<file path="src/rtl/fpga_template_pkg.sv">
// Shared types for the FPGA template: duty ramp sequencer state, config fields
// and the status word read back over I2C.
package fpga_template_pkg;

  localparam int unsigned RAMP_DUTY_W = 8;
  localparam int unsigned RAMP_DIV_W  = 16;
  localparam int unsigned RAMP_STEP_W = 4;

  typedef enum logic [1:0] {
    IDLE,
    RAMP_UP,
    RAMP_DOWN,
    HOLD
  } ramp_state_t;

  typedef struct packed {
    logic                   ramp_en;
    logic [RAMP_STEP_W-1:0] ramp_step;
    logic [RAMP_DIV_W-1:0]  ramp_div;
    logic [RAMP_DUTY_W-1:0] duty;
  } sys_cfg_t;

  typedef struct packed {
    logic busy;
    logic at_target;
  } ramp_status_t;

endpackage

</file>
<file path="src/rtl/pwm_ramp_tick.sv">
// Ramp prescaler: one tick every rate_div+1 cycles while run is high.
module pwm_ramp_tick #(
  parameter int unsigned DIV_W = 16
) (
  input  logic             clk,
  input  logic             resetb,
  input  logic             run,
  input  logic [DIV_W-1:0] rate_div,
  output logic             tick
);

  logic [DIV_W-1:0] cnt_q, cnt_d;

  // >= rather than == so a lowered rate_div still produces a tick promptly
  assign tick = run && (cnt_q >= rate_div);

  always_comb begin
    cnt_d = cnt_q + 1'b1;
    if (!run || tick) cnt_d = '0;
  end

  always_ff @(posedge clk or negedge resetb) begin
    if (!resetb) cnt_q <= '0;
    else         cnt_q <= cnt_d;
  end

endmodule

</file>
<file path="src/rtl/pwm_ramp_ctrl.sv">
// Soft-start / soft-stop sequencer: slews duty_out toward the effective target
// in step-sized increments, one increment per prescaler tick.
module pwm_ramp_ctrl
  import fpga_template_pkg::*;
#(
  parameter int unsigned DUTY_W = RAMP_DUTY_W,
  parameter int unsigned DIV_W  = RAMP_DIV_W,
  parameter int unsigned STEP_W = RAMP_STEP_W
) (
  input  logic              clk,
  input  logic              resetb,
  input  logic              enable,
  input  logic [DUTY_W-1:0] target_duty,
  input  logic [STEP_W-1:0] step,
  input  logic [DIV_W-1:0]  rate_div,
  output logic [DUTY_W-1:0] duty_out,
  output logic              busy,
  output logic              at_target,
  output logic              done_pulse
);

  ramp_state_t       state_q, state_d;
  logic [DUTY_W-1:0] duty_q, duty_d;
  logic              busy_q, busy_d;
  logic              done_q, done_d;

  logic [DUTY_W-1:0] eff, step_eff, up_inc, dn_inc, up_val, dn_val;
  logic              run, tick;

  assign eff      = enable ? target_duty : '0;
  assign step_eff = (step == '0) ? DUTY_W'(1) : DUTY_W'(step);
  assign up_inc   = (step_eff < (eff - duty_q)) ? step_eff : (eff - duty_q);
  assign dn_inc   = (step_eff < (duty_q - eff)) ? step_eff : (duty_q - eff);
  assign up_val   = duty_q + up_inc;
  assign dn_val   = duty_q - dn_inc;

  // Prescaler only runs while moving in the current direction; dropping run on
  // a reversal or an arrival clears the count for the next ramp segment.
  assign run = ((state_q == RAMP_UP)   && (eff > duty_q)) ||
               ((state_q == RAMP_DOWN) && (eff < duty_q));

  pwm_ramp_tick #(
    .DIV_W(DIV_W)
  ) u_tick (
    .clk     (clk),
    .resetb  (resetb),
    .run     (run),
    .rate_div(rate_div),
    .tick    (tick)
  );

  always_comb begin
    state_d = state_q;
    duty_d  = duty_q;
    done_d  = 1'b0;
    unique case (state_q)
      IDLE: begin
        if (eff != '0) state_d = RAMP_UP;
      end
      HOLD: begin
        if (eff > duty_q)      state_d = RAMP_UP;
        else if (eff < duty_q) state_d = RAMP_DOWN;
      end
      RAMP_UP: begin
        if (eff < duty_q) begin
          state_d = RAMP_DOWN;
        end else if (eff == duty_q) begin
          state_d = (duty_q == '0) ? IDLE : HOLD;
          done_d  = 1'b1;
        end else if (tick) begin
          duty_d = up_val;
          if (up_val == eff) begin
            state_d = HOLD;
            done_d  = 1'b1;
          end
        end
      end
      RAMP_DOWN: begin
        if (eff > duty_q) begin
          state_d = RAMP_UP;
        end else if (eff == duty_q) begin
          state_d = (duty_q == '0) ? IDLE : HOLD;
          done_d  = 1'b1;
        end else if (tick) begin
          duty_d = dn_val;
          if (dn_val == eff) begin
            state_d = (eff == '0) ? IDLE : HOLD;
            done_d  = 1'b1;
          end
        end
      end
      default: state_d = IDLE;
    endcase
    busy_d = (state_d == RAMP_UP) || (state_d == RAMP_DOWN);
  end

  always_ff @(posedge clk or negedge resetb) begin
    if (!resetb) begin
      state_q <= IDLE;
      duty_q  <= '0;
      busy_q  <= 1'b0;
      done_q  <= 1'b0;
    end else begin
      state_q <= state_d;
      duty_q  <= duty_d;
      busy_q  <= busy_d;
      done_q  <= done_d;
    end
  end

  assign duty_out   = duty_q;
  assign busy       = busy_q;
  assign done_pulse = done_q;
  assign at_target  = (duty_q == eff);

endmodule

</file>
<file path="config.mk">
export PLATFORM = sky130hd
export DESIGN_NAME = pwm_ramp_ctrl
export DESIGN_NICKNAME = d
export VERILOG_FILES = /design/src/rtl/fpga_template_pkg.sv /design/src/rtl/pwm_ramp_tick.sv /design/src/rtl/pwm_ramp_ctrl.sv
export SDC_FILE = /design/constraint.sdc
export NUM_CORES = 1
export LEC_CHECK = 0
export ABC_AREA = 1
export ABC_CLOCK_PERIOD_IN_PS = 10100
export CORE_MARGIN = 3
export CORE_UTILIZATION = 60
export DETAILED_ROUTE_END_ITERATION = 12
export MAX_ROUTING_LAYER = met4
export PLACE_DENSITY = 0.84
export SYNTH_ARGS = -nofsm -noshare
export SYNTH_HDL_FRONTEND = slang
export SYNTH_SLANG_ARGS = --single-unit
</file>
<file path="constraint.sdc">
create_clock -name clk -period 10.1 [get_ports clk]
set_clock_uncertainty 0.2 [all_clocks]
set_input_delay 1.515 -clock clk [delete_from_list [all_inputs] [get_ports clk]]
set_output_delay 1.515 -clock clk [all_outputs]
set_load 0.02 [all_outputs]
</file>
==> results.toml, run 1 <==
[sta]
finalHoldViolations = 0
timing.final.max_slew_violations = 0
setup_viol = 0
finalSetupTns_ns = 0
worst_slew_pin_slew_ns = 0.588
rsz0062_at_grt = "false"
fmax_mhz = 139
fin_ws_ns = 2.92
slew_headroom = 0.607
post-route-min-period_ns = 7.18
period_share = 0.711

[synthesis]
synth_most_common_cell = "nand2_1"
ys_types = 43
ys.flop_type = "dfrtp_1"
postSynthAreaPerCell_um2 = 6.47
postSynthCellCount = 620
synth_commonest_cells = "nand2_1, inv_1, ha_1, nor2_1, nand3_1"
synth-seq-cells = 28
synth_area_um2 = 4010
synth_top_area_share = 0.178
synthTopCellsByArea = "ha_1, dfrtp_1, nand2_1, inv_1, nand3_1"
seq_area_frac_synth = 0.175
ys_warn_count = 0
async_reset_ff_frac = 1.00
yosys.area.top_type = "ha_1"
synth_edf_count = 0

[global_routing]
overflow = 0
grt_usage = 0.296
grt_pass1_vias = 3839
grt_pass1_wl_um = 17500
antenna_found_initial = 0
grt_max_degree = 29

[route]
via_per_inst = 5.63
drc = 0
post_drt_wl_per_cell_um = 14.5
routed_wl_um = 10700
dr.pass1.iters = 5
antenna_left = 0
num_vias = 4154
drt_iter0_drc = 330

[power_and_ir_drop]
p_total_uw = 455
p_comb_frac = 0.516
powerDensity_nw_per_um2 = 99.5
ir_drop_uv = 113
p_clk_frac = 0.197
switchingPower_uw = 195
pwr-share-seq = 0.287
leakagePower_nw = 2.44
p_int_uw = 260
switching_share = 0.429

[worst_setup_path]
start_kind = "primary input"
cp_slowest_cell = "clkdlybuf4s50_1"
max_stage_delay_ns = 0.81
critPathRequiredTime_ns = 10.12
critical_path_class = "in -> reg"
crit_fanout = 11
cp-end-kind = "flop"
cp_common_cell = "nand2_1"
arrival_ns = 7.20

[die]
die_area_um2 = 7710
num_rows = 29
die_w_um = 87.8
design.portCount = 42
start_util = 0.625
core_um2 = 6420
die_h_um = 87.8

[clock_network]
cts_resized = 0
clkLatencyLatePin_ns = 0.28
clk_path_buf_depth = 2
clock_sinks = 28
clock-root-buffer = "clkbuf_8"
holdBufCountCts = 0
numCtsBuffers = 3
htreeDepth = 1
post_cts_buffers = 0
clkTransAtPathRegs_ns = 0.09
cts_tree = "built"

[layout]
drive_above_1_share = 0.0514
finalNetCount = 753
area_growth_pct = 13.8
n_antenna_cell = 0

[placed_design]
dp_hpwl_um = 8750
gp_congestion = 1.01
dp_slack_ns = 2.80
portBuffers = 41

[flow_run]
drv_cap = 0

[worst_hold_path]
hp-class = "reg -> reg"

[outcome]
status = "finished, final reports clean"
-- worst max-delay path, delay by kind of cell --
| family | cells | cell delay (ns) |
|---|---|---|
| AOI/OAI and AO/OA | 4 | 0.73 |
| xor gates and xnor gates | 1 | 0.17 |
| adders and majority gates | 4 | 1.45 |
| buffers and inverters | 2 | 0.90 |
| and+or+nand+nor | 19 | 2.42 |
-- power by group through the flow --
stage | Combinational, mW | Clock (mW) | Sequential [mW]
2_1_floorplan | 0.166 | 0 | 0.133
4_1_cts | 0.231 | 0.0907 | 0.131
3_5_place_dp | 0.229 | 0 | 0.133
3_3_place_gp | 0.221 | 0 | 0.132
5_1_grt | 0.265 | 0.0955 | 0.132
6_report | 0.234 | 0.0895 | 0.131
-- metal layers --
metal  track usage  part of all wire  up-vias
met3        0.0386             0.062       27
met4        0.0893             0.028        0
met2         0.479              0.47      181
li1              -                 -     2085
met1         0.385              0.44     1861
met5             -                 0        -
-- final cells by class --
type                            count  area [um2]
Inverter                          103         387
Timing Repair Buffer               42         418
Sequential cell                    28         701
Fill cell                         564        1850
Multi-Input combinational cell    484        2900
Clock inverter                      1        30.0
Clock buffer                        3        41.3
Tap cell                           77        96.3
-- placed cells by master, fill, tap and decap left out, types with 2 or more instances in the layout --
cell	n
nand2_2	5
nor3_1	5
a31oi_1	2
nand4_1	17
a21oi_2	3
inv_2	5
o211ai_1	3
nor2_2	2
nand3_1	49
fa_1	3
o21ai_1	2
o21bai_1	2
clkdlybuf4s50_1	41
nor4_1	3
clkbuf_8	3
dfrtp_1	28
ha_1	57
xnor2_1	7
o21ai_0	27
xor2_1	15
o22ai_1	2
a21o_1	2
nor2_1	53
o21a_1	3
nor3b_1	7
conb_1	7
nand3_2	2
inv_1	98
a21oi_1	34
nand2_1	156
nand2_4	5
-- kinds of logic (layout without fill, tap and decap cells) --
logic type,count (synthesis),count (layout),share of synthesized area
buffers and inverters,113,149,0.109
xor gates and xnor gates,22,22,0.0480
AOI/OAI and AO/OA,85,85,0.121
and+or+nand+nor,310,310,0.353
DFF,28,28,0.175
other,2,7,0.00187
adders and majority gates,60,60,0.193
-- flip-flops by register name (all words and copies together) (netlist names) --
| signal | cells |
|---|---|
| busy | 1 |
| done_pulse | 1 |
| duty_out | 8 |
| state_q | 2 |
| u_tick.cnt_q | 16 |
-- metrics by stage --
stage          utilization  hold WS [ns]  instances  cell area [um2]
3_3_place_gp         0.700         0.283        734             4500
3_5_place_dp         0.700         0.293        734             4500
4_1_cts              0.711         0.306        738             4570
5_1_grt              0.711         0.324        738             4570
6_report             0.711         0.298        738             4570
2_1_floorplan            -         0.254        625             4030
-- final timing paths --
kind                       slack (ns)              end       startpoint  depth (start not counted)
min reg2reg                      0.30  u_tick.cnt_q[0]  u_tick.cnt_q[0]                          1
max in group asynchronous        8.01      duty_out[0]           resetb                          2
min                              0.30  u_tick.cnt_q[0]  u_tick.cnt_q[0]                          1
max reg2reg                      4.78             busy      duty_out[2]                         28
max                              2.92             busy           enable                         30
min in group asynchronous        1.41  u_tick.cnt_q[8]           resetb                          2
(Power assumes the default switching activity.)
==> run 2: changes to the inputs <==
- ABC_CLOCK_PERIOD_IN_PS: 10100 -> 6800
- CORE_UTILIZATION: 60 -> 59
- PLACE_DENSITY: 0.84 -> 0.83
- clock period: 10.1 -> 6.8 ns (I/O delays scaled with it)
==> run 2 against run 1 <==
Against the previous run: combinational power increased by 50%; power is 50% higher; largest power group unchanged; cell count up 0.41%; non-clock buffer count grew 3; sequential power is 50% higher; global-route usage fell by 0.74 points; critical path type unchanged; clock-buffer cell count is the same.
==> results.toml, run 2 (synthesis results as in run 1) <==
[flow_run]
drv_cap = 0

[route]
via_per_inst = 5.74
drc = 0
dr.pass1.iters = 5
drt_iter0_drc = 290
num_vias = 4251
routed_wl_um = 10800
antenna_left = 0
post_drt_wl_per_cell_um = 14.5

[die]
design.portCount = 42
die_w_um = 88.5
die_area_um2 = 7830
num_rows = 29
start_util = 0.621
die_h_um = 88.5
core_um2 = 6460

[placed_design]
dp_hpwl_um = 8780
placed_cells = 737
portBuffers = 41
gp_congestion = 0.988
placed_area_um2 = 4520
dp_slack_ns = 0.0918

[layout]
drive_above_1_share = 0.0557
area.sequential_um2 = 701
final_common_cell = "nand2_1"
finalNetCount = 756
n_antenna_cell = 0
final_cell_mix = "nand2_1, inv_1, ha_1"
instances_no_fill = 741
area_growth_pct = 14.4
final_util = 0.711
fillers = 586
design_area_um2 = 4590
max_flop_register = "u_tick.cnt_q"
multi_input_area_um2 = 2900
largest_reg_flops = 16

[worst_setup_path]
cp_num_buf_inv = 2
critical_path_class = "in -> reg"
cp_common_cell = "nand2_1"
crit_fanout = 11
start_kind = "primary input"
cp_slowest_cell = "ha_1"
arrival_ns = 6.23
critPathRequiredTime_ns = 6.82
cp_top_family = "simple AND/OR/NAND/NOR gates"
max_stage_delay_ns = 0.45
cp-end-kind = "flop"

[sta]
setup_viol = 0
timing.final.max_slew_violations = 0
finalSetupTns_ns = 0
period_share = 0.913
post-route-min-period_ns = 6.21
fin_ws_ns = 0.590
rsz0062_at_grt = "false"
whs_ns = 0.341
fmax_mhz = 161
worst_slew_pin_slew_ns = 0.591
slew_headroom = 0.606
finalHoldViolations = 0

[global_routing]
antenna_found_initial = 0
grt_pass1_wl_um = 17400
grt_usage = 0.288
overflow = 0
grt_pass1_vias = 3869
grt_max_degree = 29

[power_and_ir_drop]
leakagePower_nw = 2.46
p_total_uw = 681
ir_drop_uv = 214
powerDensity_nw_per_um2 = 148

[clock_network]
holdBufCountCts = 0
htreeDepth = 1
clkTransAtPathRegs_ns = 0.10
clk_path_buf_depth = 2
numCtsBuffers = 3
clkLatencyLatePin_ns = 0.28
clock-root-buffer = "clkbuf_8"
clock_sinks = 28
cts_tree = "built"

[worst_hold_path]
hp-class = "reg -> reg"

[outcome]
status = "finished, final reports clean"
[run 2: final timing paths]
path	startpoint	end	slack (ns)	cells after the start
setup reg to reg	duty_out[2]	busy	1.51	28
max in group asynchronous	resetb	busy	5.21	2
hold / removal	u_tick.cnt_q[0]	u_tick.cnt_q[0]	0.34	1
hold reg to reg	u_tick.cnt_q[0]	u_tick.cnt_q[0]	0.34	1
setup / recovery	enable	busy	0.59	30
min in group asynchronous	resetb	u_tick.cnt_q[9]	0.92	2
[run 2: where the power goes]
part | total (mW) | internal [mW] | switching, mW
clock network | 0.133 | 0.0789 | 0.0541
logic | 0.352 | 0.127 | 0.225
registers | 0.196 | 0.181 | 0.0144
total | 0.681 | 0.387 | 0.294
[run 2: layout make-up]
| cell class | instances | share of cell area |
|---|---|---|
| multi-input combinational | 484 | 0.630 |
| sequential | 28 | 0.153 |
| timing repair buffer | 45 | 0.0964 |
| inverter | 103 | 0.0842 |
| tap | 77 | 0.0210 |
| clock buffer | 3 | 0.00899 |
| clock inverter | 1 | 0.00654 |
[run 2: layer usage]
metal	global-route usage	share of wire	vias up
li1	-	-	2094
met2	0.464	0.46	193
met1	0.385	0.45	1938
met3	0.0317	0.069	26
met4	0.0797	0.025	0
met5	-	0	-
[run 2: repair_timing]
item / CTS / global route
buffers inserted: 0 / 0
setup endpoints to repair: 0 / 2
resized for setup: 0 / 1
hold endpoints to repair: 0 / 0
==> run 3: changes to the inputs <==
- SKIP_LAST_GASP: default -> 1
==> results of run 3 <==
The final DEF is identical to that of run 2; final timing and power are the same.
